## src/rtl/sd_spi_initializer_pkg.sv

```systemverilog
// rtl/sd_spi_initializer_pkg.sv - shared states, command frames, error codes and R1 values for SD SPI init
package sd_spi_initializer_pkg;

    // 5-bit encoding so the state can be observed alongside the block writer's.
    typedef enum logic [4:0] {
        S_IDLE        = 5'd0,
        S_POWERUP     = 5'd1,
        S_CMD0        = 5'd2,
        S_WAIT_CMD0   = 5'd3,
        S_CMD8        = 5'd4,
        S_WAIT_CMD8   = 5'd5,
        S_CMD55       = 5'd6,
        S_WAIT_CMD55  = 5'd7,
        S_ACMD41      = 5'd8,
        S_WAIT_ACMD41 = 5'd9,
        S_GAP         = 5'd10,
        S_DONE        = 5'd11,
        S_ERROR       = 5'd12
    } state_t;

    typedef enum logic [1:0] {
        E_IDLE,
        E_SEND,
        E_WAIT,
        E_RECV
    } eng_phase_t;

    localparam logic [47:0] CMD0_FRAME   = 48'h40_0000_0000_95;
    localparam logic [47:0] CMD8_FRAME   = 48'h48_0000_01AA_87;
    localparam logic [47:0] CMD55_FRAME  = 48'h77_0000_0000_65;
    localparam logic [47:0] ACMD41_FRAME = 48'h69_4000_0000_77;

    localparam logic [7:0] ERR_CMD0    = 8'h01;
    localparam logic [7:0] ERR_CMD8    = 8'h02;
    localparam logic [7:0] ERR_ACMD41  = 8'h03;
    localparam logic [7:0] ERR_TIMEOUT = 8'h04;

    localparam logic [7:0] R1_READY = 8'h00;
    localparam logic [7:0] R1_IDLE  = 8'h01;

    // R7 check: R1 byte must be idle and the 12-bit voltage/check-pattern echo must match.
    localparam logic [39:0] R7_MASK   = 40'hFF_0000_0FFF;
    localparam logic [39:0] R7_EXPECT = 40'h01_0000_01AA;

    function automatic logic [47:0] cmd_frame(input state_t s);
        case (s)
            S_CMD8:   cmd_frame = CMD8_FRAME;
            S_CMD55:  cmd_frame = CMD55_FRAME;
            S_ACMD41: cmd_frame = ACMD41_FRAME;
            default:  cmd_frame = CMD0_FRAME;
        endcase
    endfunction

endpackage

```

## src/rtl/sd_spi_initializer_if.sv

```systemverilog
// rtl/sd_spi_initializer_if.sv - control and SPI pin bundle of the SD SPI initializer
// master: drives i_start and MISO (system / card side); slave: the initializer itself.
interface sd_spi_initializer_if;
    logic       i_start;
    logic       MISO;
    logic       MOSI;
    logic       o_cs_n;
    logic       o_busy;
    logic       o_done;
    logic       o_error;
    logic [7:0] o_8_error_code;
    logic [7:0] o_8_LED;

    modport master (
        output i_start, MISO,
        input  MOSI, o_cs_n, o_busy, o_done, o_error, o_8_error_code, o_8_LED
    );

    modport slave (
        input  i_start, MISO,
        output MOSI, o_cs_n, o_busy, o_done, o_error, o_8_error_code, o_8_LED
    );
endinterface

```

## src/rtl/sd_spi_initializer_cmd_engine.sv

```systemverilog
// rtl/sd_spi_initializer_cmd_engine.sv - shifts out one 48-bit SD command and captures its R1/R7 response
// Ports: clk/rst, load+cmd+long_resp start a command; miso in, mosi out;
// sent/timeout/done/r1_done are single-cycle flags valid on the edge they describe; r1/resp carry the data.
module sd_cmd_engine
    import sd_spi_initializer_pkg::*;
#(
    parameter int RESP_TIMEOUT = 80
) (
    input  logic        clk,
    input  logic        rst,
    input  logic        load,
    input  logic [47:0] cmd,
    input  logic        long_resp,
    input  logic        miso,
    output logic        mosi,
    output logic        sent,
    output logic        timeout,
    output logic        done,
    output logic        r1_done,
    output logic [7:0]  r1,
    output logic [39:0] resp
);
    localparam int CW = $clog2(RESP_TIMEOUT > 48 ? RESP_TIMEOUT : 48);

    eng_phase_t  phase;
    logic [47:0] sh;
    logic [38:0] rsh;
    logic [CW-1:0] cnt;
    logic        long_q;
    logic        mosi_q;
    logic [CW-1:0] last_bit;

    // Flags look at the current MISO so the sequencer reacts on the very edge
    // that samples the deciding bit.
    assign last_bit = long_q ? CW'(39) : CW'(7);
    assign sent     = (phase == E_SEND) && (cnt == CW'(46));
    assign timeout  = (phase == E_WAIT) && miso && (cnt == CW'(RESP_TIMEOUT - 1));
    assign done     = (phase == E_RECV) && (cnt == last_bit);
    assign r1_done  = (phase == E_RECV) && (cnt == CW'(7));
    assign r1       = {rsh[6:0], miso};
    assign resp     = {rsh, miso};
    assign mosi     = mosi_q;

    always_ff @(posedge clk or posedge rst) begin
        if (rst) begin
            phase  <= E_IDLE;
            sh     <= '0;
            rsh    <= '0;
            cnt    <= '0;
            long_q <= 1'b0;
            mosi_q <= 1'b1;
        end else begin
            case (phase)
                E_IDLE: begin
                    mosi_q <= 1'b1;
                    if (load) begin
                        // Bit 47 goes out on the load edge itself.
                        mosi_q <= cmd[47];
                        sh     <= {cmd[46:0], 1'b1};
                        cnt    <= '0;
                        long_q <= long_resp;
                        phase  <= E_SEND;
                    end
                end
                E_SEND: begin
                    mosi_q <= sh[47];
                    sh     <= {sh[46:0], 1'b1};
                    if (cnt == CW'(46)) begin
                        phase <= E_WAIT;
                        cnt   <= '0;
                    end else begin
                        cnt <= cnt + 1'b1;
                    end
                end
                E_WAIT: begin
                    mosi_q <= 1'b1;
                    if (!miso) begin
                        // The start bit is R1 bit 7 and is kept.
                        rsh   <= {rsh[37:0], 1'b0};
                        cnt   <= CW'(1);
                        phase <= E_RECV;
                    end else if (timeout) begin
                        phase <= E_IDLE;
                    end else begin
                        cnt <= cnt + 1'b1;
                    end
                end
                E_RECV: begin
                    mosi_q <= 1'b1;
                    rsh    <= {rsh[37:0], miso};
                    if (done) phase <= E_IDLE;
                    else      cnt   <= cnt + 1'b1;
                end
                default: phase <= E_IDLE;
            endcase
        end
    end
endmodule

```

## src/rtl/sd_spi_initializer.sv

```systemverilog
// rtl/sd_spi_initializer.sv - SD card SPI-mode init sequencer: dummy clocks, CMD0, CMD8, CMD55/ACMD41 loop
// Ports: i_s_clk (SPI bit clock, rising edge), i_reset (async, active high),
// bus (slave modport): i_start, MISO in; MOSI, o_cs_n, o_busy, o_done, o_error, o_8_error_code, o_8_LED out.
module sd_spi_initializer
    import sd_spi_initializer_pkg::*;
#(
    parameter int DUMMY_CLOCKS   = 80,
    parameter int RESP_TIMEOUT   = 80,
    parameter int ACMD41_RETRIES = 1000,
    parameter int GAP_CLOCKS     = 8
) (
    input  logic               i_s_clk,
    input  logic               i_reset,
    sd_spi_initializer_if.slave bus
);
    localparam int TW = $clog2(DUMMY_CLOCKS > GAP_CLOCKS ? DUMMY_CLOCKS : GAP_CLOCKS);
    localparam int RW = $clog2(ACMD41_RETRIES + 1);

    state_t        state;
    state_t        gap_next;
    state_t        load_target;
    logic [TW-1:0] cnt;
    logic [RW-1:0] retry;
    logic          cs_n_q, busy_q, done_q, error_q;
    logic [7:0]    code_q, led_q;

    logic          eng_load, eng_long, eng_mosi, eng_sent, eng_timeout, eng_done, eng_r1_done;
    logic [47:0]   eng_cmd;
    logic [7:0]    eng_r1;
    logic [39:0]   eng_resp;

    logic          fail, to_gap, finish;
    logic [7:0]    fail_code;
    state_t        gap_target;

    // The engine is loaded on the last idle cycle so bit 47 lands right after it.
    assign eng_load    = ((state == S_POWERUP) && (cnt == TW'(DUMMY_CLOCKS - 1))) ||
                         ((state == S_GAP)     && (cnt == TW'(GAP_CLOCKS - 1)));
    assign load_target = (state == S_POWERUP) ? S_CMD0 : gap_next;
    assign eng_cmd     = cmd_frame(load_target);
    assign eng_long    = (load_target == S_CMD8);

    sd_cmd_engine #(.RESP_TIMEOUT(RESP_TIMEOUT)) u_engine (
        .clk       (i_s_clk),
        .rst       (i_reset),
        .load      (eng_load),
        .cmd       (eng_cmd),
        .long_resp (eng_long),
        .miso      (bus.MISO),
        .mosi      (eng_mosi),
        .sent      (eng_sent),
        .timeout   (eng_timeout),
        .done      (eng_done),
        .r1_done   (eng_r1_done),
        .r1        (eng_r1),
        .resp      (eng_resp)
    );

    // Response evaluation for the four wait states.
    always_comb begin
        fail       = 1'b0;
        fail_code  = 8'h00;
        to_gap     = 1'b0;
        gap_target = S_CMD8;
        finish     = 1'b0;
        if ((state == S_WAIT_CMD0) || (state == S_WAIT_CMD8) ||
            (state == S_WAIT_CMD55) || (state == S_WAIT_ACMD41)) begin
            if (eng_timeout) begin
                fail      = 1'b1;
                fail_code = ERR_TIMEOUT;
            end else if (eng_done) begin
                case (state)
                    S_WAIT_CMD0: begin
                        if (eng_resp[7:0] == R1_IDLE) to_gap = 1'b1;
                        else begin fail = 1'b1; fail_code = ERR_CMD0; end
                        gap_target = S_CMD8;
                    end
                    S_WAIT_CMD8: begin
                        if ((eng_resp & R7_MASK) == R7_EXPECT) to_gap = 1'b1;
                        else begin fail = 1'b1; fail_code = ERR_CMD8; end
                        gap_target = S_CMD55;
                    end
                    S_WAIT_CMD55: begin
                        // A captured R1 always has bit 7 clear (it is the start bit).
                        to_gap     = 1'b1;
                        gap_target = S_ACMD41;
                    end
                    default: begin
                        gap_target = S_CMD55;
                        if (eng_resp[7:0] == R1_READY) begin
                            finish = 1'b1;
                        end else if ((eng_resp[7:0] == R1_IDLE) &&
                                     (retry != RW'(ACMD41_RETRIES - 1))) begin
                            to_gap = 1'b1;
                        end else begin
                            fail      = 1'b1;
                            fail_code = ERR_ACMD41;
                        end
                    end
                endcase
            end
        end
    end

    always_ff @(posedge i_s_clk or posedge i_reset) begin
        if (i_reset) begin
            state    <= S_IDLE;
            gap_next <= S_CMD8;
            cnt      <= '0;
            retry    <= '0;
            cs_n_q   <= 1'b1;
            busy_q   <= 1'b0;
            done_q   <= 1'b0;
            error_q  <= 1'b0;
            code_q   <= 8'h00;
            led_q    <= 8'h00;
        end else begin
            if (eng_r1_done) led_q <= eng_r1;
            if (fail) begin
                state   <= S_ERROR;
                code_q  <= fail_code;
                error_q <= 1'b1;
                busy_q  <= 1'b0;
                cs_n_q  <= 1'b1;
            end else if (to_gap) begin
                state    <= S_GAP;
                gap_next <= gap_target;
                cnt      <= '0;
                if (state == S_WAIT_ACMD41) retry <= retry + 1'b1;
            end else if (finish) begin
                state  <= S_DONE;
                done_q <= 1'b1;
                busy_q <= 1'b0;
            end else begin
                case (state)
                    S_IDLE: if (bus.i_start) begin
                        state  <= S_POWERUP;
                        busy_q <= 1'b1;
                        cnt    <= '0;
                        retry  <= '0;
                    end
                    S_POWERUP: begin
                        if (eng_load) begin
                            state  <= S_CMD0;
                            cs_n_q <= 1'b0;
                        end else begin
                            cnt <= cnt + 1'b1;
                        end
                    end
                    S_GAP: begin
                        if (eng_load) state <= gap_next;
                        else          cnt   <= cnt + 1'b1;
                    end
                    S_CMD0:   if (eng_sent) state <= S_WAIT_CMD0;
                    S_CMD8:   if (eng_sent) state <= S_WAIT_CMD8;
                    S_CMD55:  if (eng_sent) state <= S_WAIT_CMD55;
                    S_ACMD41: if (eng_sent) state <= S_WAIT_ACMD41;
                    default: ;
                endcase
            end
        end
    end

    assign bus.MOSI           = eng_mosi;
    assign bus.o_cs_n         = cs_n_q;
    assign bus.o_busy         = busy_q;
    assign bus.o_done         = done_q;
    assign bus.o_error        = error_q;
    assign bus.o_8_error_code = code_q;
    assign bus.o_8_LED        = led_q;
endmodule

```

## src/flat_wrapper.sv

```systemverilog
// flat-port wrapper written by rule: the top's interface ports become plain ports
module sd_spi_initializer_flat import sd_spi_initializer_pkg::*;
#(
    parameter int DUMMY_CLOCKS   = 80,
    parameter int RESP_TIMEOUT   = 80,
    parameter int ACMD41_RETRIES = 1000,
    parameter int GAP_CLOCKS     = 8
)
  (i_s_clk, i_reset, bus_i_start, bus_MISO, bus_MOSI, bus_o_cs_n, bus_o_busy, bus_o_done, bus_o_error, bus_o_8_error_code, bus_o_8_LED);
  sd_spi_initializer_if bus_i ();
  input  logic i_s_clk;
  input  logic i_reset;
  input wire logic [$bits(bus_i.i_start)-1:0] bus_i_start;
  input wire logic [$bits(bus_i.MISO)-1:0] bus_MISO;
  output wire logic [$bits(bus_i.MOSI)-1:0] bus_MOSI;
  output wire logic [$bits(bus_i.o_cs_n)-1:0] bus_o_cs_n;
  output wire logic [$bits(bus_i.o_busy)-1:0] bus_o_busy;
  output wire logic [$bits(bus_i.o_done)-1:0] bus_o_done;
  output wire logic [$bits(bus_i.o_error)-1:0] bus_o_error;
  output wire logic [$bits(bus_i.o_8_error_code)-1:0] bus_o_8_error_code;
  output wire logic [$bits(bus_i.o_8_LED)-1:0] bus_o_8_LED;
  assign bus_i.i_start = bus_i_start;
  assign bus_i.MISO = bus_MISO;
  assign bus_MOSI = bus_i.MOSI;
  assign bus_o_cs_n = bus_i.o_cs_n;
  assign bus_o_busy = bus_i.o_busy;
  assign bus_o_done = bus_i.o_done;
  assign bus_o_error = bus_i.o_error;
  assign bus_o_8_error_code = bus_i.o_8_error_code;
  assign bus_o_8_LED = bus_i.o_8_LED;
  sd_spi_initializer #(.DUMMY_CLOCKS(DUMMY_CLOCKS), .RESP_TIMEOUT(RESP_TIMEOUT), .ACMD41_RETRIES(ACMD41_RETRIES), .GAP_CLOCKS(GAP_CLOCKS)) u_core (.i_s_clk(i_s_clk), .i_reset(i_reset), .bus(bus_i));
endmodule
```

## config.mk

```make
export PLATFORM = sky130hd
export DESIGN_NAME = sd_spi_initializer_flat
export DESIGN_NICKNAME = d
export VERILOG_FILES = /design/src/rtl/sd_spi_initializer_pkg.sv /design/src/rtl/sd_spi_initializer_if.sv /design/src/rtl/sd_spi_initializer_cmd_engine.sv /design/src/rtl/sd_spi_initializer.sv /design/src/flat_wrapper.sv
export SDC_FILE = /design/constraint.sdc
export NUM_CORES = 1
export LEC_CHECK = 0
export ABC_CLOCK_PERIOD_IN_PS = 3670
export BUFFER_PORTS_ARGS = -buffer_cell sky130_fd_sc_hd__buf_2
export CORE_UTILIZATION = 25
export DETAILED_ROUTE_END_ITERATION = 7
export GPL_TIMING_DRIVEN = 0
export PLACE_DENSITY = 0.42
export SYNTH_ARGS = -nofsm -noshare
export SYNTH_HDL_FRONTEND = slang
export SYNTH_HIERARCHICAL = 1
export SYNTH_SLANG_ARGS = --single-unit
```

## constraint.sdc

```tcl
create_clock -name i_s_clk -period 3.67 [get_ports i_s_clk]
set_input_delay 0.9175 -clock i_s_clk [delete_from_list [all_inputs] [get_ports i_s_clk]]
set_output_delay 0.9175 -clock i_s_clk [all_outputs]
set_load 0.02 [all_outputs]
```

Yosys cells after proc, flatten, opt, wreduce, memory -nomap -nowiden
Index checks and enable logic that the tools add are counted.
{"block": "word_totals", "regBits": 145, "input_bits": 4, "output_inout_bits": 21}
{"block": "classes", "n_addsub": 3, "n_eq_ne": 45, "muxes": 85, "n_bitwise": 2, "reduce_logical": 40}
{"cell": "$pmux W46 S3", "n": 1}
{"cell": "$pmux W48 S2", "n": 1}
{"cell": "$pmux W39 S2", "n": 1}
{"cell": "$mux W5", "n": 14}
{"cell": "$mux W7", "n": 9}
{"cell": "$mux W10", "n": 5}
{"cell": "$mux W48", "n": 1}
{"cell": "$mux W39", "n": 1}
{"cell": "$pmux W5 S7", "n": 1}
{"cell": "$mux W8", "n": 4}
{"cell": "$mux W1", "n": 31}
{"cell": "$eq A5 B3 Y1 const B", "n": 6}
{"cell": "$ne A5 B1 Y1 const B", "n": 6}
{"cell": "$pmux W7 S4", "n": 1}
{"cell": "$pmux W8 S3", "n": 1}
{"cell": "$eq A20 B13 Y1 const B", "n": 1}
{"cell": "$eq A5 B4 Y1 const B", "n": 4}
{"cell": "$add A7 B1 Y7 const B", "n": 2}
{"cell": "$eq A7 B3 Y1 const B", "n": 2}
{"cell": "$eq A7 B7 Y1 const B", "n": 2}
{"cell": "$mux W2", "n": 7}
{"cell": "$pmux W7 S2", "n": 1}
{"cell": "$ne A2 B1 Y1 const B", "n": 6}
{"cell": "$reduce_bool A2 Y1", "n": 6}
{"cell": "other kinds (32)", "n": 61}

Longest topological paths before layout
Gate-level depths: netlist (run 1).
{"block": "depth", "depth_word": 10, "ltp_mapped": 11}

Modules after synthesis
Netlist (run 1), hierarchy kept.
{"mod": "sd_cmd_engine", "instances": 1, "cells_each": 383, "area_each_um2": 4444.3, "seq_area_each_um2": 2453.6}
{"mod": "sd_spi_initializer", "instances": 1, "cells_each": 251, "area_each_um2": 2313.5, "seq_area_each_um2": 978.4}

Worst setup path before layout (run 1)
Ideal clock, no wire load.
{"block": "synth_path", "path_kind": "input to register", "start": "input port bus_MISO", "end": "register u_core.state[2]", "setup_time_ns": 0.126, "arrival_time_ns": 2.737, "required_time_ns": 3.544, "setup_slack_ns": 0.807, "cell_stages": 8, "n_path_buf": 1, "path_cell_list": "nand4bb_1 -> nor3_1 -> nand2b_1 -> a311oi_4 -> and3_1 -> clkbuf_1 -> or3_1 -> a221o_1"}
{"item": "from (decl)", "line_no": "flat_wrapper.sv:14", "text": "input wire logic [$bits(bus_i.MISO)-1:0] bus_MISO;"}
{"item": "$logic_and A1 B1 Y1 * (2 in series)", "line_no": "sd_spi_initializer_cmd_engine.sv:37", "text": "assign timeout = (phase == E_WAIT) && miso && (cnt == CW'(RESP_TIMEOUT - 1));"}
{"item": "named net u_core.eng_timeout", "line_no": "sd_spi_initializer.sv:27", "text": "logic eng_load, eng_long, eng_mosi, eng_sent, eng_timeout, eng_done, eng_r1_done;"}
{"item": "parallel branches: the longest is 5 deep, another holds $reduce_and A8 Y1"}
{"item": "to (signal assigned)", "line_no": "sd_spi_initializer.sv:151", "text": "if (eng_load) state <= gap_next;"}
{"item": "to (decl)", "line_no": "sd_spi_initializer.sv:19", "text": "state_t state;"}
Mark *: on every way through the listed nets, which the timed path passes.
A chain may end at the register's enable or synchronous reset.

Worst setup path after layout (run 1)
{"block": "layout_path", "start": "register u_core.u_engine.cnt[0]", "end": "register u_core.state[3]"}
{"item": "from (decl)", "line_no": "sd_spi_initializer_cmd_engine.sv:28", "text": "logic [CW-1:0] cnt;"}
{"item": "from (signal assigned)", "line_no": "sd_spi_initializer_cmd_engine.sv:72", "text": "cnt <= cnt + 1'b1;"}
{"item": "from (signal assigned)", "line_no": "sd_spi_initializer_cmd_engine.sv:85", "text": "cnt <= cnt + 1'b1;"}
{"item": "from (signal assigned)", "line_no": "sd_spi_initializer_cmd_engine.sv:92", "text": "else cnt <= cnt + 1'b1;"}
{"item": "$eq A7 B6 Y1 *", "line_no": "sd_spi_initializer_cmd_engine.sv:36", "text": "assign sent = (phase == E_SEND) && (cnt == CW'(46));"}
{"item": "$logic_and A1 B1 Y1 *", "line_no": "sd_spi_initializer_cmd_engine.sv:36"}
{"item": "named net u_core.eng_sent", "line_no": "sd_spi_initializer.sv:27"}
{"item": "$ne A5 B1 Y1 (no source line)"}
{"item": "$reduce_and A8 Y1 (no source line) *"}
The timed path passes the listed nets; every way through them passes the cells marked *.

==> flow_summary.toml, run 1 <==
[critical_path]
crit_chain = "inv_1 -> ha_1 -> nor4bb_1 -> nand3_1 -> nor3b_1 -> nor2_1 -> o32ai_1 -> a32oi_1 -> a21oi_2 -> o31ai_1 -> a2111o_1"
worstPathArrival_ns = 3.50
crit_required_ns = 3.96
slowest_delay_ns = 0.59
startpoint_type = "flop"
cpMaxStageDelayCell = "nor4bb_1"
path_max_fanout = 7
crit_type = "flop to flop"
endpoint_kind = "flop"

[grt]
grt_pass1_vias = 4938
overflow = 0
antenna_found_initial = 0
grt_use_total_pct = 11.24
grt_start_max_net_pins = 53
grt_first_pass_wirelength_mm = 25.15

[floorplan]
dieArea_sq_um = 27690
core_sq_um = 26280
num_rows = 59
fp.dieH_um = 166.4
dieWidth_um = 166.4
start_util_pct = 25.71
ios = 25

[run_status]
status = "finished, violations left"
violations = "design-rule violations"

[cts]
hold_buffers = 0
cts_buffers = 17
numClockSinks = 137
clkTransAtPathRegs_ns = 0.07
root_buffer = "clkbuf_16"
cts_tree = "yes"
clk_latency_ns = 0.43
cts-htree-levels = 4
clockBufferDepth = 2
cts_setup_buffers = 0

[final_layout]
finalInstanceArea_sq_um = 8025
layout.nets = 715
num_antenna_cells = 0
area_growth_pct = 18.76
layout-drive-gt1-share_pct = 21.39
final_util_pct = 30.54

[pwr]
pwr-share-comb_pct = 30.6
p_clk_share_pct = 29.7
power.density_nw_per_um2 = 718.7
total_power_w = 0.005768
p_leak_nw = 3.800
ir_drop_v = 0.0003199
swShare_pct = 35.49
internal_power_w = 0.003721
p_seq_share_pct = 39.7
p_sw_w = 0.002047

[route]
wl_per_cell_um = 13.97
drt_iter0_markers = 249
wl_mm = 14.73
routed_via_density = 4.644
drt_pass1_iterations = 7
drc = 1
num_vias = 4899
ant_nets = 0

[job]
max_cap_violations = 0

[placed_design]
pre_cts_slack_ns = 0.2759
dp_hpwl_mm = 10.05
gp_congestion = 0.7882
postPlaceCellArea_sq_um = 7430
portBuffers = 19

[sta]
slew-limit-headroom_pct = 43.03
rsz0062_at_grt = "false"
period_needed_ns = 3.210
holdWs_ns = 0.4706
timing.final.ws_setup_ns = 0.4596
fin_crit_sh_pct = 87.48
maxSlewViolCount = 0
fin_skew_ns = 0.01800
setup_viol = 0
clock.fmax_mhz = 311.5
worstMarginPinSlew_ns = 0.8534
finalHoldViolCount = 0

[synthesis]
synth-async-reset-ratio_pct = 100.0
synthesis.area_sq_um = 6758
yosys-top-cells-count = "dfrtp_1, o21ai_0, nand2_1"
yosysTopAreaCellShare_pct = 49.62
synth_seq_cells = 137
synth_edf_count = 0
syn_avg_cell_area_sq_um = 10.66
yosysTopAreaCell = "dfrtp_1"
yosys_most_used_dff = "dfrtp_1"
synth_most_common_cell = "dfrtp_1"
synth_cell_types = 72
ys_seq_area_share_pct = 50.79
netlist_instances = 634
synth_area_leaders = "dfrtp_1, mux2_2, mux2i_1, o21ai_0, nand2_1"
synth_warnings = 6

[hold_path]
min_path_type = "flop to flop"
-- critical path: cells and delay by family, from the launching register on --
kind / cells / cell delay (ns)
and+or+nand+nor: 4 / 1.29
AOI/OAI and AO/OA: 5 / 1.11
DFF: 1 / 0.46
adders and majority gates: 1 / 0.13
buffers and inverters: 1 / 0.09
-- per-stage QoR --
stage                     instances  setup TNS (ns)
after detailed placement       1023               0
after global placement         1022         -104.31
after CTS                      1055               0
after global routing           1055               0
after floorplan                 668               0
final                          1055               0
-- cells by family after synthesis --
| kind of cell | Yosys count | synth area share [%] |
|---|---|---|
| other | 2 | 0.1111 |
| buffers and inverters | 63 | 4.758 |
| adders and majority gates | 4 | 0.7406 |
| xor gates and xnor gates | 2 | 0.2593 |
| AOI/OAI and AO/OA | 138 | 12.87 |
| DFF | 137 | 50.79 |
| muxes | 98 | 15.61 |
| and+or+nand+nor | 190 | 14.87 |
-- registers in the layout (all words and copies together) (netlist names), 2 cells and up --
| register | flops |
|---|---|
| u_core/bus.o_8_error_code | 3 |
| u_core/u_engine/sh | 48 |
| u_core/state | 4 |
| u_core/u_engine/cnt | 7 |
| u_core/bus.o_8_LED | 8 |
| u_core/cnt | 7 |
| u_core/gap_next | 3 |
| u_core/u_engine/rsh | 39 |
| u_core/u_engine/phase | 2 |
| u_core/retry | 10 |
-- power groups by stage --
stage | sequential, W | combinational [W] | clock, W
after floorplan | 0.00229 | 0.00133 | 0
after global placement | 0.00230 | 0.00173 | 0
after detailed placement | 0.00231 | 0.00177 | 0
after CTS | 0.00229 | 0.00178 | 0.00178
after global routing | 0.00236 | 0.00197 | 0.00184
final | 0.00229 | 0.00176 | 0.00171
-- metal layers --
layer / vias to the layer above / GRT usage, % / routed length, um
li1: 2386 / - / -
met1: 2415 / 14.90 / 7227
met2: 85 / 17.98 / 6876
met3: 13 / 2.281 / 448
met4: 0 / 4.348 / 181
met5: - / 0 / 0
-- timing repair --
item                                   CTS  global route
setup endpoints to repair                0             1
gates resized for setup                  0             1
endpoints found under the hold margin    0             0
-- path summary, 6_finish.rpt --
path / from / end / slack, ns / depth (start not counted)
setup reg to reg: u_core/u_engine/cnt[0]$_DFFE_PP0P_ / u_core/state[3]$_DFFE_PP0P_ / 0.46 / 11
setup / recovery: u_core/u_engine/cnt[0]$_DFFE_PP0P_ / u_core/state[3]$_DFFE_PP0P_ / 0.46 / 11
min in group asynchronous: i_reset / u_core/u_engine/rsh[1]$_DFFE_PP0P_ / 0.59 / 2
hold reg to reg: u_core/bus.o_done$_DFFE_PP0P_ / u_core/bus.o_done$_DFFE_PP0P_ / 0.47 / 1
hold / removal: u_core/bus.o_done$_DFFE_PP0P_ / u_core/bus.o_done$_DFFE_PP0P_ / 0.47 / 1
max in group asynchronous: i_reset / u_core/u_engine/mosi$_DFF_PP1_ / 2.34 / 3
-- layout by cell type (no fill, tap or decap), types with 10 or more instances in the layout --
| cell type | synthesis | layout |
|---|---|---|
| a21oi_1 | 18 | 18 |
| buf_2 | 10 | 29 |
| buf_4 | 16 | 16 |
| clkbuf_1 | 15 | 15 |
| clkbuf_16 | 0 | 17 |
| conb_1 | 2 | 36 |
| dfrtp_1 | 134 | 134 |
| inv_1 | 18 | 16 |
| mux2_2 | 47 | 47 |
| mux2i_1 | 48 | 48 |
| nand2_1 | 70 | 70 |
| nand3_1 | 15 | 15 |
| nor2_1 | 28 | 28 |
| o21ai_0 | 71 | 71 |
| o31ai_1 | 10 | 10 |
-- cell type report --
type	count	area, sq um
inverters	19	78.83
flip-flops and latches	137	3432
multi-input cells	468	3138
clock buffers	18	439.2
plain buffers	44	245.2
clock inverters	14	150.1
repair buffers	20	122.6
well taps	335	419.2
fillers	2727	18260
(Power assumes the default switching activity.)
==> inputs of run 2 (changes only) <==
ABC_CLOCK_PERIOD_IN_PS = 3100   (was 3670)
CTS_CLUSTER_SIZE = 24   (was unset)
PLACE_DENSITY = 0.41   (was 0.42)
clock period = 3.1 ns   (was 3.67 ns; I/O delays follow)
==> flow_summary.toml, run 2 (synthesis gave the netlist of run 1 again) <==
[run_status]
status = "complete, no violations"

[critical_path]
startpoint_type = "flop"
crit_type = "flop to flop"
crit_required_ns = 3.42
worstPathArrival_ns = 3.36
path_max_fanout = 7
startpoint = "u_core/u_engine/cnt[4]$_DFFE_PP0P_"
r2r_start = "u_core/u_engine/cnt[4]$_DFFE_PP0P_"
endpoint_kind = "flop"

[pwr]
pwr-share-comb_pct = 31.2
power.density_nw_per_um2 = 832.2
p_leak_nw = 3.842
p_seq_share_pct = 40.3
swShare_pct = 35.91
ir_drop_v = 0.0003525
p_clk_share_pct = 28.5
p_sw_w = 0.002420
internal_power_w = 0.004320

[route]
wl_per_cell_um = 13.55
drt_iter0_markers = 181
routed_via_density = 4.608
num_vias = 4880
drc = 0
ant_nets = 0
drt_pass1_iterations = 5
wl_mm = 14.35

[placed_design]
gp_congestion = 0.8163
postPlaceCellArea_sq_um = 7443
portBuffers = 19
dp_hpwl_mm = 10.02

[cts]
cts-htree-levels = 4
cts_tree = "yes"
clkTransAtPathRegs_ns = 0.07
clockBufferDepth = 2
root_buffer = "clkbuf_16"
hold_buffers = 0
numClockSinks = 137
clk_latency_ns = 0.42
cts_buffers = 17

[sta]
setup_viol = 0
period_needed_ns = 3.045
fin_crit_sh_pct = 98.24
worstMarginPinSlew_ns = 0.8189
slew-limit-headroom_pct = 45.33
maxSlewViolCount = 0
fin_skew_ns = 0.008984
clock.fmax_mhz = 328.4
finalSetupTns_ns = 0
finalHoldViolCount = 0
rsz0062_at_grt = "true"

[final_layout]
final_util_pct = 30.82
finalInstanceArea_sq_um = 8099
num_antenna_cells = 0
largest_register_ffs = 48
final_common_cell = "dfrtp_1"
area_growth_pct = 19.85
fill_cells = 2730
layout-drive-gt1-share_pct = 23.90
regMostFlops = "u_core/u_engine/sh"
mostFrequentLayoutCells = "dfrtp_1, o21ai_0, nand2_1"
largestRegisters = "u_core/u_engine/sh (48), u_core/u_engine/rsh (39), u_core/retry (10)"
layout.nets = 719

[job]
max_cap_violations = 0

[floorplan]
ios = 25
fp.dieH_um = 166.4
dieWidth_um = 166.4
core_sq_um = 26280
start_util_pct = 25.71
dieArea_sq_um = 27690
num_rows = 59

[grt]
grt_first_pass_wirelength_mm = 24.57
grt_start_max_net_pins = 41
grt_pass1_vias = 4831
overflow = 0
antenna_found_initial = 0
grt_use_total_pct = 10.96

[hold_path]
min_path_type = "input pin to async pin"
-- run 2: per-layer routing --
metal	global-route usage, %	part of all wire [%]	vias to the layer above
met1	14.49	48	2398
met3	2.020	2.8	14
li1	-	-	2397
met4	4.348	1.6	0
met5	0	0	-
met2	17.70	47	71
-- run 2: final cells by class --
cell class                 instances  area (sq um)  area share [%]
buffer                            44         252.7           3.121
timing repair buffer              24         161.4           1.993
tap                              335         419.2           5.175
multi-input combinational        468          3197           39.47
clock inverter                    15         128.9           1.591
clock buffer                      17         425.4           5.253
inverter                          19         80.08          0.9887
sequential                       137          3435           42.41
-- run 2: metrics by stage --
step           power, W  setup slack (ns)  std cells  hold WS (ns)
6_report       0.006740           0.05457       1059        0.4040
5_1_grt        0.007251          -0.02411       1059        0.4229
4_1_cts        0.006837          -0.02406       1056        0.3976
3_5_place_dp   0.004841           -0.2101       1024        0.4467
3_3_place_gp   0.004771           -0.2519       1022        0.4494
2_1_floorplan  0.004280            0.2818        668        0.4344
-- run 2: critical path, stage by stage (launching register included) --
cell	delay (ns)
dfrtp_2	0.46
or4b_4	0.54
or4_4	0.54
clkinv_4	0.11
nand2b_2	0.10
a311oi_4	0.27
buf_6	0.17
nand4_2	0.13
buf_4	0.19
o31a_1	0.26
o21a_1	0.18
-- run 2: power by group through the flow --
| stage | sequential, W | clock, W | combinational (W) |
|---|---|---|---|
| after floorplan | 0.00271 | 0 | 0.00157 |
| after global routing | 0.00280 | 0.00209 | 0.00236 |
| after detailed placement | 0.00274 | 0 | 0.00210 |
| final | 0.00271 | 0.00192 | 0.00210 |
| after CTS | 0.00272 | 0.00201 | 0.00211 |
| after global placement | 0.00273 | 0 | 0.00204 |
-- run 2: repair_timing --
item                                   in CTS  in global routing
endpoints found under the hold margin       0                  0
gates resized for setup                     5                 19
buffers inserted                            0                  3
pin swaps                                   0                  2
setup endpoints to repair                  50                 65
-- run 2: final timing paths --
kind	to	cells after the start	slack (ns)
worst min-delay path	u_core/u_engine/rsh[9]$_DFFE_PP0P_	2	0.40
min in group i_s_clk	u_core/bus.o_error$_DFFE_PP0P_	1	0.47
worst min register to register	u_core/bus.o_error$_DFFE_PP0P_	1	0.47
worst max-delay path	u_core/retry[7]$_DFFE_PP0P_	10	0.05
worst max register to register	u_core/retry[7]$_DFFE_PP0P_	10	0.05
max in group asynchronous	u_core/u_engine/mosi$_DFF_PP1_	4	1.80
